<file path="src/rtl/branch_resolve_unit.sv">
// rtl/branch_resolve_unit.sv - update-side driver for the sat_count branch predictor
//
// Purpose:
//   Holds each fetched branch's predicted direction in an in-order queue, matches the
//   oldest entry against the outcome resolved by execute and drives the predictor's
//   branch/taken update pulse one cycle later. A mispredict clears the whole queue
//   (all younger entries are wrong-path) and closes the fetch side for FLUSH_CYCLES.
//
// Optional feature:
//   BRU_STATS_EN - when defined, adds saturating stat_branches / stat_mispred counters
//                  and their ports. When undefined neither the ports nor the logic exist.
//
// Ports:
//   clk, reset          rising-edge clock, synchronous active-high reset
//   pred_valid/taken    fetch-side predicted branch; accepted when pred_ready is high
//   pred_ready          queue accepts a prediction this cycle
//   res_valid/taken     execute-side outcome for the oldest queued branch
//   branch/taken        registered update pulse/direction to the predictor
//   mispredict          registered pulse, coincident with branch
//   count               current queue occupancy
//   err_underflow       sticky: an outcome arrived while the queue was empty
//   stat_branches       resolved branches (BRU_STATS_EN only)
//   stat_mispred        mispredicted branches (BRU_STATS_EN only)

module branch_resolve_unit #(
   parameter int DEPTH        = 4,
   parameter int FLUSH_CYCLES = 2,
   parameter int STAT_W       = 16
) (
   input  logic                       clk,
   input  logic                       reset,
   input  logic                       pred_valid,
   input  logic                       pred_taken,
   output logic                       pred_ready,
   input  logic                       res_valid,
   input  logic                       res_taken,
   output logic                       branch,
   output logic                       taken,
   output logic                       mispredict,
   output logic [$clog2(DEPTH):0]     count,
   output logic                       err_underflow
`ifdef BRU_STATS_EN
   ,
   output logic [STAT_W-1:0]          stat_branches,
   output logic [STAT_W-1:0]          stat_mispred
`endif
);

   localparam int PW = $clog2(DEPTH);
   localparam int CW = PW + 1;
   localparam int FW = (FLUSH_CYCLES > 1) ? $clog2(FLUSH_CYCLES) : 1;

   typedef enum logic {RUN, FLUSH} state_t;

   state_t          state, state_n;
   logic [FW-1:0]   flush_cnt, flush_cnt_n;
   logic [DEPTH-1:0] q;
   logic [PW-1:0]   head, tail;
   logic            push, pop, head_pred, mis_now;

`ifndef BRU_STATS_EN
   // STAT_W only sizes the statistics counters; this empty block keeps the
   // parameter referenced when they are compiled out.
   if (STAT_W < 1) begin : g_stat_w_unused
   end
`endif

   // Handshake decisions use start-of-cycle state only.
   always_comb begin
      pred_ready = (state == RUN) && (count < CW'(DEPTH));
      push       = pred_valid && pred_ready;
      pop        = res_valid && (count != '0);
      head_pred  = q[head];
      mis_now    = pop && (head_pred != res_taken);
   end

   always_comb begin
      state_n     = state;
      flush_cnt_n = flush_cnt;
      case (state)
         RUN: ;
         FLUSH: begin
            if (flush_cnt == '0) state_n = RUN;
            else                 flush_cnt_n = flush_cnt - 1'b1;
         end
         default: state_n = RUN;
      endcase
      // A mispredict always (re)starts the full flush window.
      if (mis_now) begin
         state_n     = FLUSH;
         flush_cnt_n = FW'(FLUSH_CYCLES - 1);
      end
   end

   always_ff @(posedge clk) begin
      if (reset) begin
         state         <= RUN;
         flush_cnt     <= '0;
         q             <= '0;
         head          <= '0;
         tail          <= '0;
         count         <= '0;
         branch        <= 1'b0;
         taken         <= 1'b0;
         mispredict    <= 1'b0;
         err_underflow <= 1'b0;
      end else begin
         state      <= state_n;
         flush_cnt  <= flush_cnt_n;
         branch     <= pop;
         mispredict <= mis_now;
         // taken holds the last update direction between pulses.
         if (pop) taken <= res_taken;
         if (res_valid && (count == '0)) err_underflow <= 1'b1;

         if (mis_now) begin
            // Everything younger than the mispredicted branch is wrong-path,
            // including a prediction arriving on this very edge.
            head  <= '0;
            tail  <= '0;
            count <= '0;
         end else begin
            if (push) begin
               q[tail] <= pred_taken;
               tail    <= tail + 1'b1;
            end
            if (pop) head <= head + 1'b1;
            count <= count + CW'(push) - CW'(pop);
         end
      end
   end

`ifdef BRU_STATS_EN
   always_ff @(posedge clk) begin
      if (reset) begin
         stat_branches <= '0;
         stat_mispred  <= '0;
      end else begin
         if (pop && (stat_branches != '1))    stat_branches <= stat_branches + 1'b1;
         if (mis_now && (stat_mispred != '1)) stat_mispred  <= stat_mispred + 1'b1;
      end
   end
`endif

endmodule

</file>
<file path="config.mk">
export PLATFORM = sky130hd
export DESIGN_NAME = branch_resolve_unit
export DESIGN_NICKNAME = d
export VERILOG_FILES = /design/src/rtl/branch_resolve_unit.sv
export SDC_FILE = /design/constraint.sdc
export NUM_CORES = 1
export LEC_CHECK = 0
export CAP_MARGIN = 10
export CORE_UTILIZATION = 53
export DETAILED_ROUTE_END_ITERATION = 12
export GPL_ROUTABILITY_DRIVEN = 1
export PLACE_DENSITY = 0.82
export SYNTH_ARGS = -nofsm -noshare
export SYNTH_HDL_FRONTEND = slang
export SYNTH_SLANG_ARGS = --single-unit
export TNS_END_PERCENT = 20
</file>
<file path="constraint.sdc">
create_clock -name clk -period 5.5 [get_ports clk]
set_input_delay 1.1 -clock clk [delete_from_list [all_inputs] [get_ports clk]]
set_output_delay 1.1 -clock clk [all_outputs]
set_load 0.05 [all_outputs]
</file>
==> out/results.md, run 1 <==
| Quantity | This run | Unit |
| --- | --- | --- |
| Result of the run | complete, no violations | - |
| Via count normalized by instance count | 5.205 | - |
| Flip-flop and latch count after synthesis | 17 | - |
| Total core area | 1334 | um2 |
| Y dimension of the die | 40.54 | um |
| Final Hold Viols | 0 | - |
| Vias in the first global route | 533 | - |
| Share of cells above drive strength 1 | 10.31 | % |
| Critical Path End Type | register | - |
| Die footprint | 1643 | um2 |
| Time the final worst path needs with I/O delays and setup | 3.143 | ns |
| Reported leakage power | 0.0004119 | uW |
| Max frequency | 318.2 | MHz |
| Count of different cell masters after synthesis | 21 | - |
| Max Cap Violations | 0 | - |
| Setup violations, final | 0 | - |
| Area share of the largest cell type after synthesis | 43.24 | % |
| Share of the cycle needed by the critical path after routing | 57.14 | % |
| DRC violations left | 0 | - |
| Psw | 195.6 | uW |
| HPWL reported at the end of detailed placement | 1.063 | mm |
| Register share of total power | 37.7 | % |
| FFs w/ async S/R, synth | 0 | % |
| Top-Level Pins | 14 | - |
| Placed cell count | 108 | - |
| Number of vias in the routed layout | 583 | - |
| Clock transition at path regs | 0.09 | ns |
| Ys flop type | sky130_fd_sc_hd__dfxtp_1 | - |
| Cell type with the highest aggregate area in the netlist | sky130_fd_sc_hd__dfxtp_1 | - |
| Synthesized cell area | 787.0 | um2 |
| Final net count | 111 | - |
| Biggest fanout along the worst timing path | 9 | - |
| Count of nets left with antenna violations after detail routing | 0 | - |
| First-pass GRT wire length | 2.194 | mm |
| Number of clock sinks | 17 | - |
| Rows | 13 | - |
| Total Negative Setup Slacks | 0 | ns |
| Avg Inst Size Synth | 9.838 | um2 |
| Max H-tree Level | 1 | - |
| Type of the most critical hold path | reg -> reg | - |
| Area added between synthesis and finish | 22.73 | % |
| # resized after CTS | 0 | - |
| Gr ovfl total | 0 | - |
| Starting density of the core | 59.01 | % |
| Critical Path AT | 3.32 | ns |
| Gr usage total | 21.35 | % |
| Synth top area cells | sky130_fd_sc_hd__dfxtp_1 (43%), sky130_fd_sc_hd__ha_1 (9.5%), sky130_fd_sc_hd__inv_1 (5.2%), sky130_fd_sc_hd__nor2_1 (5.2%), sky130_fd_sc_hd__mux2i_1 (5.1%) | - |
| N_diodes | 0 | - |
| Sw Share | 42.10 | % |
| Drt wl/cell | 12.26 | um |
| Required time of the critical path | 5.68 | ns |
| Later-pin clock latency in the skew report | 0.29 | ns |
| Worst supply voltage drop on vdd | 0.0003136 | V |
| Antenna violations before repair | 0 | - |
| Synthesized netlist net count | 93 | - |
| Finished Layout Cells | 112 | - |
| Largest buffer count on any clock path | 2 | - |
| IO Port Bufs | 13 | - |
| Final wirelength | 1.373 | mm |
| Hold bufs inserted after CTS | 0 | - |
| TritonCTS Buffers | 3 | - |
| Setup Fix Bufs, Post-CTS | 0 | - |
| Combinational fraction of design power | 48.2 | % |
| Final Skew | 0.003176 | ns |
| First-pass iteration count of the detailed router | 2 | - |
| GP Congestion | 0.7607 | - |
| Relative slew slack | 67.08 | % |
| Count of flip-flops with a built-in enable after synthesis | 0 | - |
| Internal power contribution | 269.0 | uW |
| Most common cell in the synthesized netlist | sky130_fd_sc_hd__dfxtp_1 | - |
| CTS tree | built | - |
| Die width | 40.54 | um |
| First-iteration detailed-routing DRC count | 12 | - |
| Sequential cell area fraction in the yosys report | 43.24 | % |
| Slew Limit Fails | 0 | - |
| Unrepaired setup endpoints after global routing | false | - |
| Cells after synthesis | 80 | - |
| Post-synth top cells | sky130_fd_sc_hd__dfxtp_1 (17), sky130_fd_sc_hd__inv_1 (11), sky130_fd_sc_hd__nor2_1 (11) | - |
| Maximum number of pins on one net before global-route repair | 11 | - |
| Clock power share | 14.1 | % |
| Clock tree root driver cell | sky130_fd_sc_hd__clkbuf_4 | - |
| Critical setup path kind | in -> reg | - |
| Kind of launch point of the worst setup path | input port | - |
| Slew at the pin with the worst max-slew slack | 0.4923 | ns |
| Total of warnings raised by yosys | 0 | - |
| Cell area power density | 481.0 | nW/um2 |
final timing paths:
path / start / to / slack [ns] / cells after the start
setup / recovery: res_valid / count[2] / 2.36 / 10
hold / removal: taken / taken / 0.47 / 2
setup reg to reg: count[1] / count[2] / 2.84 / 10
hold reg to reg: taken / taken / 0.47 / 2
per-stage QoR:
step,total power (uW),instance area [um2],hold slack [ns],setup WS (ns),util (%)
2_1_floorplan,340.0,787.0,0.4353,2.409,-
6_report,464.7,965.9,0.4659,2.357,72.42
4_1_cts,469.1,965.9,0.4620,2.380,72.42
5_1_grt,496.9,965.9,0.4913,2.212,72.42
3_5_place_dp,401.1,938.4,0.4480,2.081,70.36
3_3_place_gp,396.2,938.4,0.4455,2.191,70.36
sequential cells by signal, summed over array words and instances (netlist names):
name and cells:
q 4, count 3, head 2, tail 2
branch 1, err_underflow 1, flush_cnt 1, mispredict 1
state 1, taken 1
power groups by stage:
stage | sequential, uW | combinational (uW) | clock (uW)
after detailed placement | 179 | 222 | 0
after CTS | 176 | 225 | 68.2
after global placement | 177 | 220 | 0
after floorplan | 220 | 120 | 0
final | 175 | 224 | 65.5
after global routing | 179 | 246 | 71.7
layout make-up:
type	instances	area, um2
clock buffers	3	22.52
clock inverters	1	5.005
fillers	105	367.9
inverters	11	41.29
multi-input cells	51	400.4
flip-flops and latches	17	340.3
well taps	15	18.77
repair buffers	14	137.6
cell families (layout without fill, tap and decap cells):
group	after synthesis	in the layout	share of synthesized area (%)
buffers and inverters	12	29	5.882
and+or+nand+nor	23	23	12.72
AOI/OAI and AO/OA	10	10	9.062
adders and majority gates	7	7	12.08
xor gates and xnor gates	6	6	9.062
muxes	5	5	7.949
DFF	17	17	43.24
worst max-delay path, stage by stage:
cell                              delay (ns)
sky130_fd_sc_hd__clkdlybuf4s50_1        0.42
sky130_fd_sc_hd__nand2b_1               0.29
sky130_fd_sc_hd__inv_1                  0.18
sky130_fd_sc_hd__ha_1                   0.31
sky130_fd_sc_hd__inv_1                  0.04
sky130_fd_sc_hd__ha_1                   0.18
sky130_fd_sc_hd__fa_1                   0.38
sky130_fd_sc_hd__xnor2_1                0.22
sky130_fd_sc_hd__xnor2_1                0.16
sky130_fd_sc_hd__nor2_1                 0.05
layout by cell type (no fill, tap or decap):
| master | n |
|---|---|
| sky130_fd_sc_hd__o21ai_2 | 1 |
| sky130_fd_sc_hd__clkbuf_4 | 3 |
| sky130_fd_sc_hd__nand2_1 | 8 |
| sky130_fd_sc_hd__mux4_2 | 1 |
| sky130_fd_sc_hd__nand2b_1 | 1 |
| sky130_fd_sc_hd__a31o_1 | 1 |
| sky130_fd_sc_hd__ha_1 | 6 |
| sky130_fd_sc_hd__nor3b_1 | 1 |
| sky130_fd_sc_hd__clkdlybuf4s50_1 | 13 |
| sky130_fd_sc_hd__nor2_1 | 11 |
| sky130_fd_sc_hd__clkinv_2 | 1 |
| sky130_fd_sc_hd__xnor2_4 | 1 |
| sky130_fd_sc_hd__a21oi_1 | 3 |
| sky130_fd_sc_hd__a31o_2 | 1 |
| sky130_fd_sc_hd__inv_1 | 11 |
| sky130_fd_sc_hd__mux2i_1 | 4 |
| sky130_fd_sc_hd__xnor2_1 | 4 |
| sky130_fd_sc_hd__fa_1 | 1 |
| sky130_fd_sc_hd__xor2_1 | 1 |
| sky130_fd_sc_hd__dfxtp_1 | 17 |
| sky130_fd_sc_hd__buf_4 | 1 |
| sky130_fd_sc_hd__nor3_1 | 1 |
| sky130_fd_sc_hd__nor3_2 | 1 |
| sky130_fd_sc_hd__o211ai_1 | 4 |
per-layer routing:
metal  global-route usage [%]  wire length [um]  vias up
met5                        0                 0        -
met2                    32.14               616       13
met3                    3.333                36        7
met4                    17.50                51        0
li1                         -                 -      292
met1                    26.44               669      271
Power figures use the tool's default switching activity.
==> inputs of run 2 (changes only) <==
--- a/config.mk
+++ b/config.mk
@@ -6,10 +6,10 @@
 export NUM_CORES = 1
 export LEC_CHECK = 0
 export CAP_MARGIN = 10
-export CORE_UTILIZATION = 53
+export CORE_UTILIZATION = 44
 export DETAILED_ROUTE_END_ITERATION = 12
 export GPL_ROUTABILITY_DRIVEN = 1
-export PLACE_DENSITY = 0.82
+export PLACE_DENSITY = 0.73
 export SYNTH_ARGS = -nofsm -noshare
 export SYNTH_HDL_FRONTEND = slang
 export SYNTH_SLANG_ARGS = --single-unit
==> constraint.sdc (replaced) <==
create_clock -name clk -period 2.7 [get_ports clk]
set_input_delay 0.54 -clock clk [delete_from_list [all_inputs] [get_ports clk]]
set_output_delay 0.54 -clock clk [all_outputs]
set_load 0.05 [all_outputs]
==> run 2 against run 1 <==
  * Worst setup slack got worse by 2.0 ns
  * Clock power grew 110%
  * Cell count grew 9.8%
  * Sequential cell count is the same
  * Die area rose by 19%
  * Wire length fell by 1.2%
  * Via count fell by 1.9%
  * Critical endpoint unchanged
  * Largest cell class unchanged
==> out/results.md, run 2 (synthesized netlist as in run 1, its figures left out) <==
| Quantity | This run | Unit |
| --- | --- | --- |
| Result of the run | complete, no violations | - |
| Cell-by-cell trace of the critical path | clkdlybuf4s50_1, nor3b_1, inv_1, ha_1, inv_1, ha_1, fa_1, xnor2_1, xnor2_1, nor2_1 | - |
| Die width | 44.29 | um |
| Gr ovfl total | 0 | - |
| Finished layout cell area | 992.2 | um2 |
| Final Skew | 0.001651 | ns |
| Setup violations, final | 0 | - |
| Most heavily used metal layer in global routing | met2 | - |
| Met3 usage | 7.347 | % |
| Gr usage total | 17.09 | % |
| Max Cap Violations | 0 | - |
| Top-Level Pins | 14 | - |
| Placed cell count | 119 | - |
| First-pass GRT wire length | 2.373 | mm |
| Biggest cell delay along the critical path | 0.45 | ns |
| Met1 Use GR | 20.72 | % |
| Time the final worst path needs with I/O delays and setup | 2.391 | ns |
| Most common cell after layout, fill and taps aside | sky130_fd_sc_hd__dfxtp_1 | - |
| HPWL reported at the end of detailed placement | 1.026 | mm |
| Max FFs per register | 4 | - |
| Power, Total | 956.6 | uW |
| Biggest register | q | - |
| Share of the cycle needed by the critical path after routing | 88.57 | % |
| Relative slew slack | 67.03 | % |
| First-pass iteration count of the detailed router | 4 | - |
| Later-pin clock latency in the skew report | 0.29 | ns |
| Antenna violations before repair | 0 | - |
| Type of the most critical hold path | reg -> reg | - |
| CTS tree | built | - |
| Final net count | 113 | - |
| Biggest fanout along the worst timing path | 2 | - |
| Reported leakage power | 0.0004215 | uW |
| DRC violations left | 0 | - |
| Starting density of the core | 49.37 | % |
| Rows | 14 | - |
| Critical Path AT | 2.57 | ns |
| Required time of the critical path | 2.88 | ns |
| Final wirelength | 1.356 | mm |
| Area added between synthesis and finish | 26.07 | % |
| Share of cells above drive strength 1 | 12.12 | % |
| Final Core Density | 62.24 | % |
| Number of clock sinks | 17 | - |
| Worst supply voltage drop on vdd | 0.0005217 | V |
| # resized after CTS | 0 | - |
| IO Port Bufs | 13 | - |
| Worst hold stages | 2 | - |
| Total core area | 1594 | um2 |
| Cell area power density | 964.1 | nW/um2 |
| Setup Fix Bufs, Post-CTS | 0 | - |
| Y dimension of the die | 44.29 | um |
| GP Congestion | 0.7914 | - |
| Count of nets left with antenna violations after detail routing | 0 | - |
| First-iteration detailed-routing DRC count | 3 | - |
| Hold bufs inserted after CTS | 0 | - |
| Unrepaired setup endpoints after global routing | false | - |
| Slew Limit Fails | 0 | - |
| Placed cell areas | 964.7 | um2 |
| Met2 usage | 28.24 | % |
| Max H-tree Level | 1 | - |
| Slew at the pin with the worst max-slew slack | 0.4929 | ns |
| Critical Path End Type | register | - |
| Critical setup path kind | in -> reg | - |
| Clock transition at path regs | 0.10 | ns |
| Maximum number of pins on one net before global-route repair | 11 | - |
| Number of vias in the routed layout | 572 | - |
| TritonCTS Buffers | 3 | - |
| Largest buffer count on any clock path | 2 | - |
| Worst reg2reg setup slack | 0.51 | ns |
| Via count normalized by instance count | 4.650 | - |
| Most frequent cells in the layout | sky130_fd_sc_hd__dfxtp_1 (17), sky130_fd_sc_hd__clkdlybuf4s50_1 (13), sky130_fd_sc_hd__inv_1 (11), sky130_fd_sc_hd__nor2_1 (11), sky130_fd_sc_hd__nand2_1 (8) | - |
| Biggest registers after layout | q x4, count x3 | - |
| Slowest cell on crit path | sky130_fd_sc_hd__clkdlybuf4s50_1 | - |
| Worst R2R Path Depth | 10 | - |
| Drt wl/cell | 11.02 | um |
| Final Hold Viols | 0 | - |
| Fill cell total of the finished layout | 132 | - |
| Clock tree root driver cell | sky130_fd_sc_hd__clkbuf_4 | - |
| Vias in the first global route | 563 | - |
| Finished Layout Cells | 123 | - |
| N_diodes | 0 | - |
| Kind of launch point of the worst setup path | input port | - |
| Max frequency | 418.2 | MHz |
| Die footprint | 1962 | um2 |
[run 2: cell types whose count changed in the layout (fill, tap and decap cells not counted), sizes merged]
cell  before  now
buf        1    3
[run 2: per-stage QoR]
stage          setup slack (ns)  hold WS [ns]  setup TNS (ns)
6_report                 0.3087        0.4647               0
5_1_grt                  0.1584        0.4922               0
4_1_cts                  0.2788        0.4688               0
3_5_place_dp          -0.001918        0.4521       -0.001918
3_3_place_gp            0.03515        0.4411               0
2_1_floorplan            0.1258        0.4353               0
[run 2: cell type report]
type	instances	area [um2]	share of cell area, %
tap	24	30.03	3.026
inverter	11	41.29	4.161
multi-input combinational	51	400.4	40.35
timing repair buffer	16	152.6	15.38
clock buffer	3	22.52	2.270
clock inverter	1	5.005	0.5044
sequential	17	340.3	34.30
[run 2: path summary, 6_finish.rpt]
path	end	start
worst max-delay path	count[2]	pred_valid
worst max register to register	count[2]	count[1]
worst min-delay path	q[0]	q[0]
worst min register to register	q[0]	q[0]
[run 2: where the power goes]
| part | internal, uW | switching, uW | leakage [uW] |
|---|---|---|---|
| sequential | 310 | 45.7 | 0.000139 |
| combinational | 194 | 271 | 0.000265 |
| clock | 55.1 | 81.1 | 0.0000177 |
[run 2: worst max-delay path, delay by kind of cell]
family                     cells  cell delay [ns]
xor gates and xnor gates       2             0.33
adders and majority gates      3             0.84
buffers and inverters          3             0.57
and+or+nand+nor                2             0.31
[run 2: routing by layer]
layer,part of all wire (%),vias up,routed length [um]
met5,0,-,0
met4,0.81,0,11
met3,4.7,2,64
met2,49,11,661
met1,46,262,619
li1,-,297,-
==> inputs of run 3 (changes only) <==
--- a/config.mk
+++ b/config.mk
@@ -6,6 +6,7 @@
 export NUM_CORES = 1
 export LEC_CHECK = 0
 export CAP_MARGIN = 10
+export CORE_MARGIN = 2
 export CORE_UTILIZATION = 44
 export DETAILED_ROUTE_END_ITERATION = 12
 export GPL_ROUTABILITY_DRIVEN = 1
==> run 3 against run 2 <==
  * Clock power down 4%
  * Register-to-register slack worse by 0.08 ns
  * Sequential cell count unchanged
  * Via count down 3.0%
  * Die area up 9.2%
  * Final area down 0.63%
  * Utilization down 4.5 points
  * Power down 1.2%
  * Wire length down 5.3%
  * Worst setup slack better by 0.023 ns
  * Critical endpoint unchanged
  * Largest cell class unchanged
  * Highest routed layer unchanged
==> out/results.md, run 3 (synthesized netlist as in run 1, its figures left out) <==
| Quantity | This run | Unit |
| --- | --- | --- |
| Final wirelength | 1.284 | mm |
| Unrepaired setup endpoints after global routing | false | - |
| N_diodes | 0 | - |
| Fill cell total of the finished layout | 150 | - |
| Final Skew | 0.004596 | ns |
| Gr ovfl total | 0 | - |
| # resized after CTS | 0 | - |
| Maximum number of pins on one net before global-route repair | 11 | - |
| First-pass iteration count of the detailed router | 3 | - |
| Clock tree root driver cell | sky130_fd_sc_hd__clkbuf_4 | - |
| Max H-tree Level | 1 | - |
| Antenna violations before repair | 0 | - |
| Y dimension of the die | 46.29 | um |
| HPWL reported at the end of detailed placement | 1.086 | mm |
| Critical Path AT | 2.54 | ns |
| Final Hold Viols | 0 | - |
| Terminus of the critical flop-to-flop path | count[2] | - |
| Relative slew slack | 65.49 | % |
| Number of clock sinks | 17 | - |
| Worst reg2reg setup slack | 0.43 | ns |
| Max FFs per register | 4 | - |
| Starting density of the core | 46.08 | % |
| Biggest fanout along the worst timing path | 2 | - |
| Largest buffer count on any clock path | 2 | - |
| Biggest registers after layout | q x4, count x3 | - |
| TritonCTS Buffers | 3 | - |
| Reported leakage power | 0.0004164 | uW |
| Met3 Routed Length | 30 | um |
| Highest routed metal layer | met4 | - |
| Worst supply voltage drop on vdd | 0.0004425 | V |
| Later-pin clock latency in the skew report | 0.28 | ns |
| Combined area of the multi-input logic cells | 400.4 | um2 |
| Final net count | 112 | - |
| Rows | 15 | - |
| Share of cells above drive strength 1 | 11.22 | % |
| Cell area power density | 958.7 | nW/um2 |
| Most frequent cells in the layout | sky130_fd_sc_hd__dfxtp_1 (17), sky130_fd_sc_hd__clkdlybuf4s50_1 (13), sky130_fd_sc_hd__inv_1 (11), sky130_fd_sc_hd__nor2_1 (11), sky130_fd_sc_hd__nand2_1 (8) | - |
| Die footprint | 2143 | um2 |
| Clock transition at path regs | 0.10 | ns |
| Max Cap Violations | 0 | - |
| Biggest register | q | - |
| Total Negative Setup Slacks | 0 | ns |
| Worst hold stages | 2 | - |
| Count of nets left with antenna violations after detail routing | 0 | - |
| GP Congestion | 0.7258 | - |
| Required time of the critical path | 2.87 | ns |
| CTS tree | built | - |
| Setup violations, final | 0 | - |
| Worst R2R Path Depth | 10 | - |
| Crit path launch | pred_valid | - |
| Hold path start | taken | - |
| Capture endpoint of the worst hold path | taken | - |
| First-iteration detailed-routing DRC count | 11 | - |
| Result of the run | complete, no violations | - |
| Met1 Routed Length | 632 | um |
| Origin of the critical flop-to-flop path | count[1] | - |
| Critical setup path kind | in -> reg | - |
| Type of the most critical hold path | reg -> reg | - |
| Drt wl/cell | 10.44 | um |
| Area added between synthesis and finish | 25.28 | % |
| IO Port Bufs | 13 | - |
| Total core area | 1708 | um2 |
| Setup Fix Bufs, Post-CTS | 0 | - |
| Sequential cell area | 340.3 | um2 |
| Via count normalized by instance count | 4.512 | - |
| Wire length on met2 | 608 | um |
| Critical Path End Type | register | - |
| Most common cell after layout, fill and taps aside | sky130_fd_sc_hd__dfxtp_1 | - |
| Max frequency | 422.2 | MHz |
| Kind of launch point of the worst setup path | input port | - |
| Number of vias in the routed layout | 555 | - |
| Share of the cycle needed by the critical path after routing | 87.72 | % |
| DRC violations left | 0 | - |
| Time the final worst path needs with I/O delays and setup | 2.369 | ns |
| Vias in the first global route | 540 | - |
| First-pass GRT wire length | 2.263 | mm |
| Power, Total | 945.2 | uW |
| Slew Limit Fails | 0 | - |
| Top-Level Pins | 14 | - |
| Gr usage total | 15.22 | % |
| Hold bufs inserted after CTS | 0 | - |
| Slew at the pin with the worst max-slew slack | 0.5160 | ns |
| Die width | 46.29 | um |
## run 3: changes by cell type in the layout (fill, tap and decap cells not counted)
| cell | before | now |
|---|---|---|
| sky130_fd_sc_hd__buf_4 | 3 | 2 |
## run 3: worst max path at each step
stage | end | slack [ns] | cells past startpoint
after global routing | count[2] | 0.13 | 10
after detailed placement | count[2] | 0.03 | 10
final | count[2] | 0.33 | 10
after CTS | count[2] | 0.33 | 10
after floorplan | count[2] | 0.13 | 9
after global placement | count[2] | 0.08 | 10
## run 3: routing by layer
metal	GRT usage [%]	vias up
met4	6.857	0
met2	24.72	8
met3	2.353	2
met5	0	-
met1	19.66	248
li1	-	297
## run 3: metrics by stage
stage	worst slack, ns	std cells	hold slack [ns]	utilization (%)	instance area (um2)
after floorplan	0.1258	80	0.4353	-	787.0
after global placement	0.08002	119	0.4433	56.12	958.4
after detailed placement	0.02567	119	0.4483	56.12	958.4
after CTS	0.3315	123	0.4625	57.73	985.9
after global routing	0.1273	123	0.4901	57.73	985.9
final	0.3315	123	0.4586	57.73	985.9
## run 3: critical path, cell delays in order
cell and delay (ns):
sky130_fd_sc_hd__clkdlybuf4s50_1 0.44, sky130_fd_sc_hd__nor3b_1 0.24, sky130_fd_sc_hd__inv_1 0.07, sky130_fd_sc_hd__ha_1 0.28
sky130_fd_sc_hd__inv_1 0.04, sky130_fd_sc_hd__ha_1 0.18, sky130_fd_sc_hd__fa_1 0.37, sky130_fd_sc_hd__xnor2_1 0.17
sky130_fd_sc_hd__xnor2_1 0.14, sky130_fd_sc_hd__nor2_1 0.05
## run 3: layout make-up
class	instances	area share (%)
inverters	11	4.188
repair buffers	15	14.72
clock inverters	1	0.5076
clock buffers	3	2.284
well taps	25	3.173
multi-input cells	51	40.61
flip-flops and latches	17	34.52
## run 3: power breakdown
group | total [uW] | switching (uW) | internal, uW
logic | 458 | 268 | 190
registers | 357 | 47.0 | 310
clock network | 131 | 76.1 | 54.9
total | 945 | 391 | 554
